$ cat src/rtl/mandelbrot_iter_ctrl.sv
// Per-pixel Mandelbrot iteration sequencer sharing one external registered
// fixed-point multiplier: z <- z^2 + c from z=0, returns the escape count.
module mandelbrot_iter_ctrl #(
  parameter  int unsigned RW       = 4,
  parameter  int unsigned IW       = 28,
  parameter  int unsigned MAX_ITER = 255,
  localparam int unsigned W        = RW + IW,
  localparam int unsigned ITW      = $clog2(MAX_ITER + 1)
) (
  input  logic                clk,
  input  logic                rst,
  input  logic                in_valid,
  output logic                in_ready,
  input  logic signed [W-1:0] c_re,
  input  logic signed [W-1:0] c_im,
  input  logic                abort,
  output logic [W-1:0]        mult_a,
  output logic [W-1:0]        mult_b,
  input  logic signed [W-1:0] mult_o,
  output logic                res_valid,
  input  logic                res_ready,
  output logic [ITW-1:0]      res_iter,
  output logic                res_escaped,
  output logic                busy
);

  localparam int unsigned SW = W + 1;
  localparam logic signed [W-1:0]  LIM2 = W'(64'd2 << IW);
  localparam logic signed [SW-1:0] LIM4 = SW'(64'd4 << IW);

  typedef enum logic [2:0] {
    S_IDLE,
    S_SQR,
    S_SQI,
    S_CRS,
    S_UPD,
    S_DONE
  } state_t;

  state_t r_state;
  state_t w_state_nxt;

  logic signed [W-1:0] r_cre, r_cim, r_zr, r_zi, r_rr, r_ii;
  logic [ITW-1:0]      r_iter, r_res_iter;
  logic                r_res_valid, r_res_escaped;

  logic                w_accept, w_cap_rr, w_cap_ii, w_upd, w_go_done, w_esc, w_kill;
  logic                w_z_big;
  logic signed [SW-1:0] w_rr_x, w_ii_x, w_s;
  logic signed [W-1:0] w_zr_new, w_zi_new;
  logic [ITW-1:0]      w_iter_inc, w_res_iter_nxt;

  // Iteration arithmetic; the |z|<2 gate in SQR keeps every term in range
  assign w_z_big    = (r_zr >= LIM2) || (r_zr <= -LIM2) ||
                      (r_zi >= LIM2) || (r_zi <= -LIM2);
  assign w_rr_x     = {r_rr[W-1], r_rr};
  assign w_ii_x     = {r_ii[W-1], r_ii};
  assign w_s        = w_rr_x + w_ii_x;
  assign w_zr_new   = r_rr - r_ii + r_cre;
  assign w_zi_new   = (mult_o <<< 1) + r_cim;
  assign w_iter_inc = r_iter + ITW'(1);
  assign w_kill     = abort && (r_state != S_IDLE);

  assign in_ready    = (r_state == S_IDLE);
  assign busy        = (r_state != S_IDLE);
  assign res_valid   = r_res_valid;
  assign res_iter    = r_res_iter;
  assign res_escaped = r_res_escaped;

  // State register
  always_ff @(posedge clk) begin
    if (rst) r_state <= S_IDLE;
    else     r_state <= w_state_nxt;
  end

  // Next-state, multiplier operand selection and datapath strobes
  always_comb begin
    w_state_nxt    = r_state;
    mult_a         = '0;
    mult_b         = '0;
    w_accept       = 1'b0;
    w_cap_rr       = 1'b0;
    w_cap_ii       = 1'b0;
    w_upd          = 1'b0;
    w_go_done      = 1'b0;
    w_esc          = 1'b0;
    w_res_iter_nxt = r_iter;
    case (r_state)
      S_IDLE: begin
        if (in_valid && !abort) begin
          w_accept    = 1'b1;
          w_state_nxt = S_SQR;
        end
      end
      S_SQR: begin
        if (w_z_big) begin
          w_go_done   = 1'b1;
          w_esc       = 1'b1;
          w_state_nxt = S_DONE;
        end else begin
          mult_a      = r_zr;
          mult_b      = r_zr;
          w_state_nxt = S_SQI;
        end
      end
      S_SQI: begin
        mult_a      = r_zi;
        mult_b      = r_zi;
        w_cap_rr    = 1'b1;
        w_state_nxt = S_CRS;
      end
      S_CRS: begin
        mult_a      = r_zr;
        mult_b      = r_zi;
        w_cap_ii    = 1'b1;
        w_state_nxt = S_UPD;
      end
      S_UPD: begin
        if (w_s > LIM4) begin
          w_go_done   = 1'b1;
          w_esc       = 1'b1;
          w_state_nxt = S_DONE;
        end else begin
          w_upd = 1'b1;
          if (w_iter_inc == ITW'(MAX_ITER)) begin
            w_go_done      = 1'b1;
            w_res_iter_nxt = w_iter_inc;
            w_state_nxt    = S_DONE;
          end else begin
            w_state_nxt = S_SQR;
          end
        end
      end
      S_DONE: begin
        if (res_ready) w_state_nxt = S_IDLE;
      end
      default: w_state_nxt = S_IDLE;
    endcase
    if (w_kill) begin
      w_state_nxt = S_IDLE;
      w_go_done   = 1'b0;
    end
  end

  // Point, z and partial-product registers
  always_ff @(posedge clk) begin
    if (rst) begin
      r_cre  <= '0;
      r_cim  <= '0;
      r_zr   <= '0;
      r_zi   <= '0;
      r_rr   <= '0;
      r_ii   <= '0;
      r_iter <= '0;
    end else begin
      if (w_accept) begin
        r_cre  <= c_re;
        r_cim  <= c_im;
        r_zr   <= '0;
        r_zi   <= '0;
        r_iter <= '0;
      end
      if (w_cap_rr) r_rr <= mult_o;
      if (w_cap_ii) r_ii <= mult_o;
      if (w_upd) begin
        r_zr   <= w_zr_new;
        r_zi   <= w_zi_new;
        r_iter <= w_iter_inc;
      end
    end
  end

  // Result holding registers; abort drops the pixel without a result
  always_ff @(posedge clk) begin
    if (rst) begin
      r_res_valid   <= 1'b0;
      r_res_iter    <= '0;
      r_res_escaped <= 1'b0;
    end else if (w_kill) begin
      r_res_valid <= 1'b0;
    end else if (w_go_done) begin
      r_res_valid   <= 1'b1;
      r_res_iter    <= w_res_iter_nxt;
      r_res_escaped <= w_esc;
    end else if ((r_state == S_DONE) && res_ready) begin
      r_res_valid <= 1'b0;
    end
  end

endmodule
$ cat config.mk
export PLATFORM = sky130hd
export DESIGN_NAME = mandelbrot_iter_ctrl
export DESIGN_NICKNAME = d
export VERILOG_FILES = /design/src/rtl/mandelbrot_iter_ctrl.sv
export SDC_FILE = /design/constraint.sdc
export NUM_CORES = 1
export LEC_CHECK = 0
export ABC_AREA = 1
export BUFFER_PORTS_ARGS = -buffer_cell sky130_fd_sc_hd__buf_2
export CELL_PAD_IN_SITES_DETAIL_PLACEMENT = 1
export CELL_PAD_IN_SITES_GLOBAL_PLACEMENT = 2
export CORE_MARGIN = 2
export CORE_UTILIZATION = 35
export DETAILED_ROUTE_END_ITERATION = 12
export MAX_ROUTING_LAYER = met4
export PLACE_DENSITY_LB_ADDON = 0.1
export SLEW_MARGIN = 20
export SYNTH_ARGS = -nofsm -noshare
export SYNTH_HDL_FRONTEND = slang
export SYNTH_SLANG_ARGS = --single-unit
$ cat constraint.sdc
create_clock -name clk -period 5.5 [get_ports clk]
set_input_delay 1.1 -clock clk [delete_from_list [all_inputs] [get_ports clk]]
set_output_delay 1.1 -clock clk [all_outputs]
set_load 0.02 [all_outputs]
* After elaboration in Yosys (flattened, before gate mapping)
Cells that the tools add are included.
Storage, ports and cells: bits of input ports 101, flip-flop bits (word level) 213, output and inout port bits 76, word-level logic and storage cells 77
Operators by class: equality and inequality tests 8, reduce and logical (&&, ||, !) cells 15, magnitude comparators 5, add/subtract/negate cells 5, multiplexer cells 32, bitwise gates (word level) 1
Operators with widths (number):
- $mux 32 | 4
- $pmux 32 s3 | 1
- $add 32x32->32 | 2
- $ge 32x31->1 const B | 2
- $le 32x30->1 const B | 2
- $pmux 32 s2 | 1
- $mux 8 | 5
- $add 32x32->33 | 1
- $gt 33x32->1 const B | 1
- $sub 32x32->32 | 1
- $pmux 3 s6 | 1
- $mux 3 | 5
- $mux 1 | 13
- $add 8x1->8 const B | 1
- $eq 8x8->1 const B | 1
- $eq 3x2->1 const B | 2
- $eq 3x3->1 const B | 2
- $pmux 1 s2 | 2
- $reduce_and 2->1 | 2
- $reduce_bool 2->1 | 2
- $reduce_or 2->1 | 2
- $eq 3x1->1 const B | 1
- $logic_and 1x1->1 | 3
- $logic_not 3->1 | 1
- other kinds (6) | 8

* Logic depth before layout (Yosys ltp)
depth in word-level cells 8, mapped depth 24, gate-level depth less buffers 24

* Worst setup path after synthesis
OpenSTA, ideal clock, no wires.
path kind input port to flip-flop, start point input port mult_o[2], end point register r_zi[24], buffers on the path 0, data required time 5430 ps, stages on the path 14, slack 2325 ps, library setup time 70 ps, data arrival time 3105 ps, cells stage by stage ha_1 > nand2_1 > o21ai_0 > inv_1 > nor2_1 > nor2_1 > o21ai_0 > a21boi_0 > o21ai_0 > nand2_1 > o21ai_0 > xor2_1 > nand2_1 > a21oi_1
On the way: word-level cells in the longest chain between the ends 2
Ends and longest elaborated chain:
- start, declared | line 19 | input logic signed [W-1:0] mult_o,
- $add 32x32->32 | line 60 | assign w_zi_new = (mult_o <<< 1) + r_cim;
- $mux 32 | line 165 | if (w_upd) begin
- end signal, assigned | line 167 | r_zi <= w_zi_new;
- end, declared | line 43 | logic signed [W-1:0] r_cre, r_cim, r_zr, r_zi, r_rr, r_ii;
No other way between the ends. A chain may end at the register's enable or synchronous reset.

* Worst setup path after layout
start point register r_state[1], end point output port mult_a[18]
On the way: word-level cells in the longest chain between the ends 2, elaborated cells on any way between the ends 4, classes of those cells 3 x eq/ne; 1 x mux
Ends and longest elaborated chain:
- start, declared | line 40 | state_t r_state;
- start signal, assigned | line 73 | else r_state <= w_state_nxt;
- $eq 3x2->1 / $eq 3x1->1 (equally long branches) | line 88 | case (r_state)
- $pmux 32 s3 * | line 88
- end, declared | line 17 | output logic [W-1:0] mult_a,
Every way passes the cells marked *; elsewhere a longest branch is shown, timed or not.

==> flow_summary.yaml <==
clocking:
  cts-root-buf: "clkbuf_16"
  insertion_delay_ns: 0.56
  clk_pin_slew_worst_paths_ns: 0.06
  ctsHoldBuffers: 0
  htreeDepth: 1
  cts_sinks: 213
  cts-buffers-inserted: 27
  cts_setup_buffers: 0
  cts-resized-gates: 0
  cts_tree: "built"
  cts_max_path_buffers: 3
drt:
  detail_route.first_pass.iterations: 5
  drc: 0
  wl_per_cell_um: 19.03
  routed_wirelength_mm: 57.65
  postRouteAntennaNets: 0
  viasPerCell: 5.184
  drt_iter0_drc: 834
  vias: 15710
cells_and_area:
  fin_nets: 2701
  multi_input_area_sq_um: 9091
  regArea_sq_um: 4264
  n_antenna_cell: 0
  area_growth_pct: 15.81
  fin_util: 0.4117
  layout-drive-gt1-share: 0.1092
  final_cells: 3030
  fillers: 5564
pwr:
  p_total_mw: 8.464
  internal_power_mw: 4.491
  clockPowerShare: 0.240
  power.density_nw_per_um2: 488.0
  leakage_nw: 8.543
  vdd_drop_max_mv: 0.2567
  switching_power_mw: 3.973
  comb_power_share: 0.537
  swShare: 0.4694
  seqPwrFrac: 0.224
yosys:
  synthAdderAreaFrac: 0.1243
  synth_edf_count: 0
  yosys.area_share.simple: 0.2736
  synth_area_leaders: "dfxtp_1, nand2_1, inv_1, ha_1, a21oi_1"
  synth_compound_area_frac: 0.1835
  yosysUniqueCellTypes: 39
  muxShareOfSynthArea: 0
  synth-seq-cells: 213
  syn-instance-count: 2332
  yosysSeqAreaShare: 0.2847
  synth_area_per_cell_sq_um: 6.422
  ys.flop_type: "dfxtp_1"
  netlist_area_sq_um: 14980
  yosysTopAreaCell: "dfxtp_1"
  ys_async_sr_fraction: 0
  ys_warn_count: 0
  synth_xor_area_frac: 0.02398
  synth_top_family_by_area: "simple AND/OR/NAND/NOR gates"
  syn_nets: 2562
  synth_top_area_share: 0.2847
sta:
  fin_setup_tns_ns: 0
  finalCritPeriodShare: 0.8663
  fin_hold_ws_ns: 0.4647
  fmax_ghz: 0.2099
  skew_ns: 0.009160
  min_period_ns: 4.765
  rsz0062_at_grt: "no"
  maxSlewViolCount: 0
  timing_hold_violations_final: 0
  setup_viol: 0
  tightest_slew_ns: 0.9513
  slew_headroom: 0.3643
floorplanning:
  die_h_um: 210.9
  start_util: 0.3555
  core_sq_um: 42130
  die_area_sq_um: 44460
  num_rows: 75
  ios: 177
  die_x_um: 210.9
placed_design:
  io_buffers: 176
  gp_congestion: 0.8665
  dp_hpwl_mm: 45.39
  dp_cells: 2981
global_route:
  antenna_found_initial: 0
  gr-total-overflow: 0
  grt_start_max_net_pins: 93
  grt_pass1_vias: 16050
  grt_usage: 0.2685
  grt_pass1_wl_mm: 90.71
worst_hold_path:
  min_path_type: "flip-flop to flip-flop"
job:
  drv_cap: 0
setup_path:
  end_kind: "output port"
  critPathRequiredTime_ns: 4.40
  critical_path_peak_fanout: 35
  critPathKind: "flip-flop to output port"
  cp.arrival_ns: 3.66
  startpoint_type: "flip-flop"
run_status:
  outcome: "complete, no violations"
==> kinds of logic after synthesis <==
| kind of cell | count (synthesis) |
|---|---|
| simple gates | 1006 |
| buf+inv | 434 |
| flops | 213 |
| xor+xnor | 41 |
| compound gates | 509 |
| fa+ha+maj | 129 |
==> cells in the final DEF (no fill, tap or decap), types with 33 or more instances in the layout <==
cell type and count:
inv_1 353, dfxtp_1 213, a21oi_1 239, nand2_1 553, fa_1 33, buf_2 176
o21ai_0 194, nor2_1 267, ha_1 96, nand3_1 95
==> cell usage after synthesis, types with 5 or more instances <==
cell type and n:
ha_1 96, nor4_1 11, nor3_1 21, o21a_1 7, a22oi_1 27, o211ai_1 6
o221ai_1 5, o21ai_0 194, a21boi_0 7, nand2_1 553, xnor2_1 14, buf_2 14
nor2_1 271, or2_2 23, a31oi_1 7, nand4_1 22, xor2_1 27, clkbuf_1 60
dfxtp_1 213, inv_1 355, a21oi_1 239, fa_1 33, nand3_1 95, nand3b_1 6
==> layout make-up <==
type / instances / share of cell area
multi-input combinational: 1685 / 0.5241
sequential: 213 / 0.2458
inverter: 358 / 0.07762
timing repair buffer: 186 / 0.05583
clock buffer: 35 / 0.04415
tap: 539 / 0.03888
clock inverter: 14 / 0.01356
==> routing by layer <==
metal	vias to the layer above	part of all wire	wire length (um)	track usage
li1	7768	-	-	-
met1	7573	0.46	26560	0.3461
met2	284	0.47	27370	0.4450
met3	83	0.032	1867	0.02617
met4	0	0.032	1847	0.08378
met5	-	0	0	-
==> power groups by stage <==
stage                     clock [mW]  sequential [mW]  combinational, mW
final                           2.03             1.89               4.54
after CTS                       2.08             1.89               4.59
after detailed placement           0             1.92               4.55
after floorplan                    0             1.88               3.08
after global placement             0             1.91               4.49
after global routing            2.13             1.92               5.14
==> state kept, by name (all words and copies together) (netlist names) <==
signal       flops
res_valid        1
r_iter           8
r_state          3
res_escaped      1
r_cim           32
r_ii            32
res_iter         8
r_zr            32
r_rr            32
r_cre           32
r_zi            32
==> critical path, cell delays in order, from the launching register on <==
cell and delay (ns):
dfxtp_1 0.35, inv_1 0.07, nor2_1 0.32, inv_1 0.49, nor2_4 0.88, inv_1 0.47, o221ai_1 0.28, buf_2 0.20
==> through the flow <==
stage / setup slack (ns) / cell area, sq um
finish: 0.7352 / 17350
global route: 0.4434 / 17350
CTS: 0.7715 / 17350
detailed placement: 1.332 / 16340
global placement: 1.383 / 16340
floorplan: 2.325 / 14980
==> path summary, 6_finish.rpt <==
kind / startpoint / end / slack (ns) / cells past startpoint
worst min-delay path: res_iter[6] / res_iter[6] / 0.46 / 2
worst max register to register: r_ii[0] / r_zr[6] / 1.24 / 19
worst max-delay path: r_state[1] / mult_a[18] / 0.74 / 7
worst min register to register: res_iter[6] / res_iter[6] / 0.46 / 2
(Power assumes the default switching activity.)
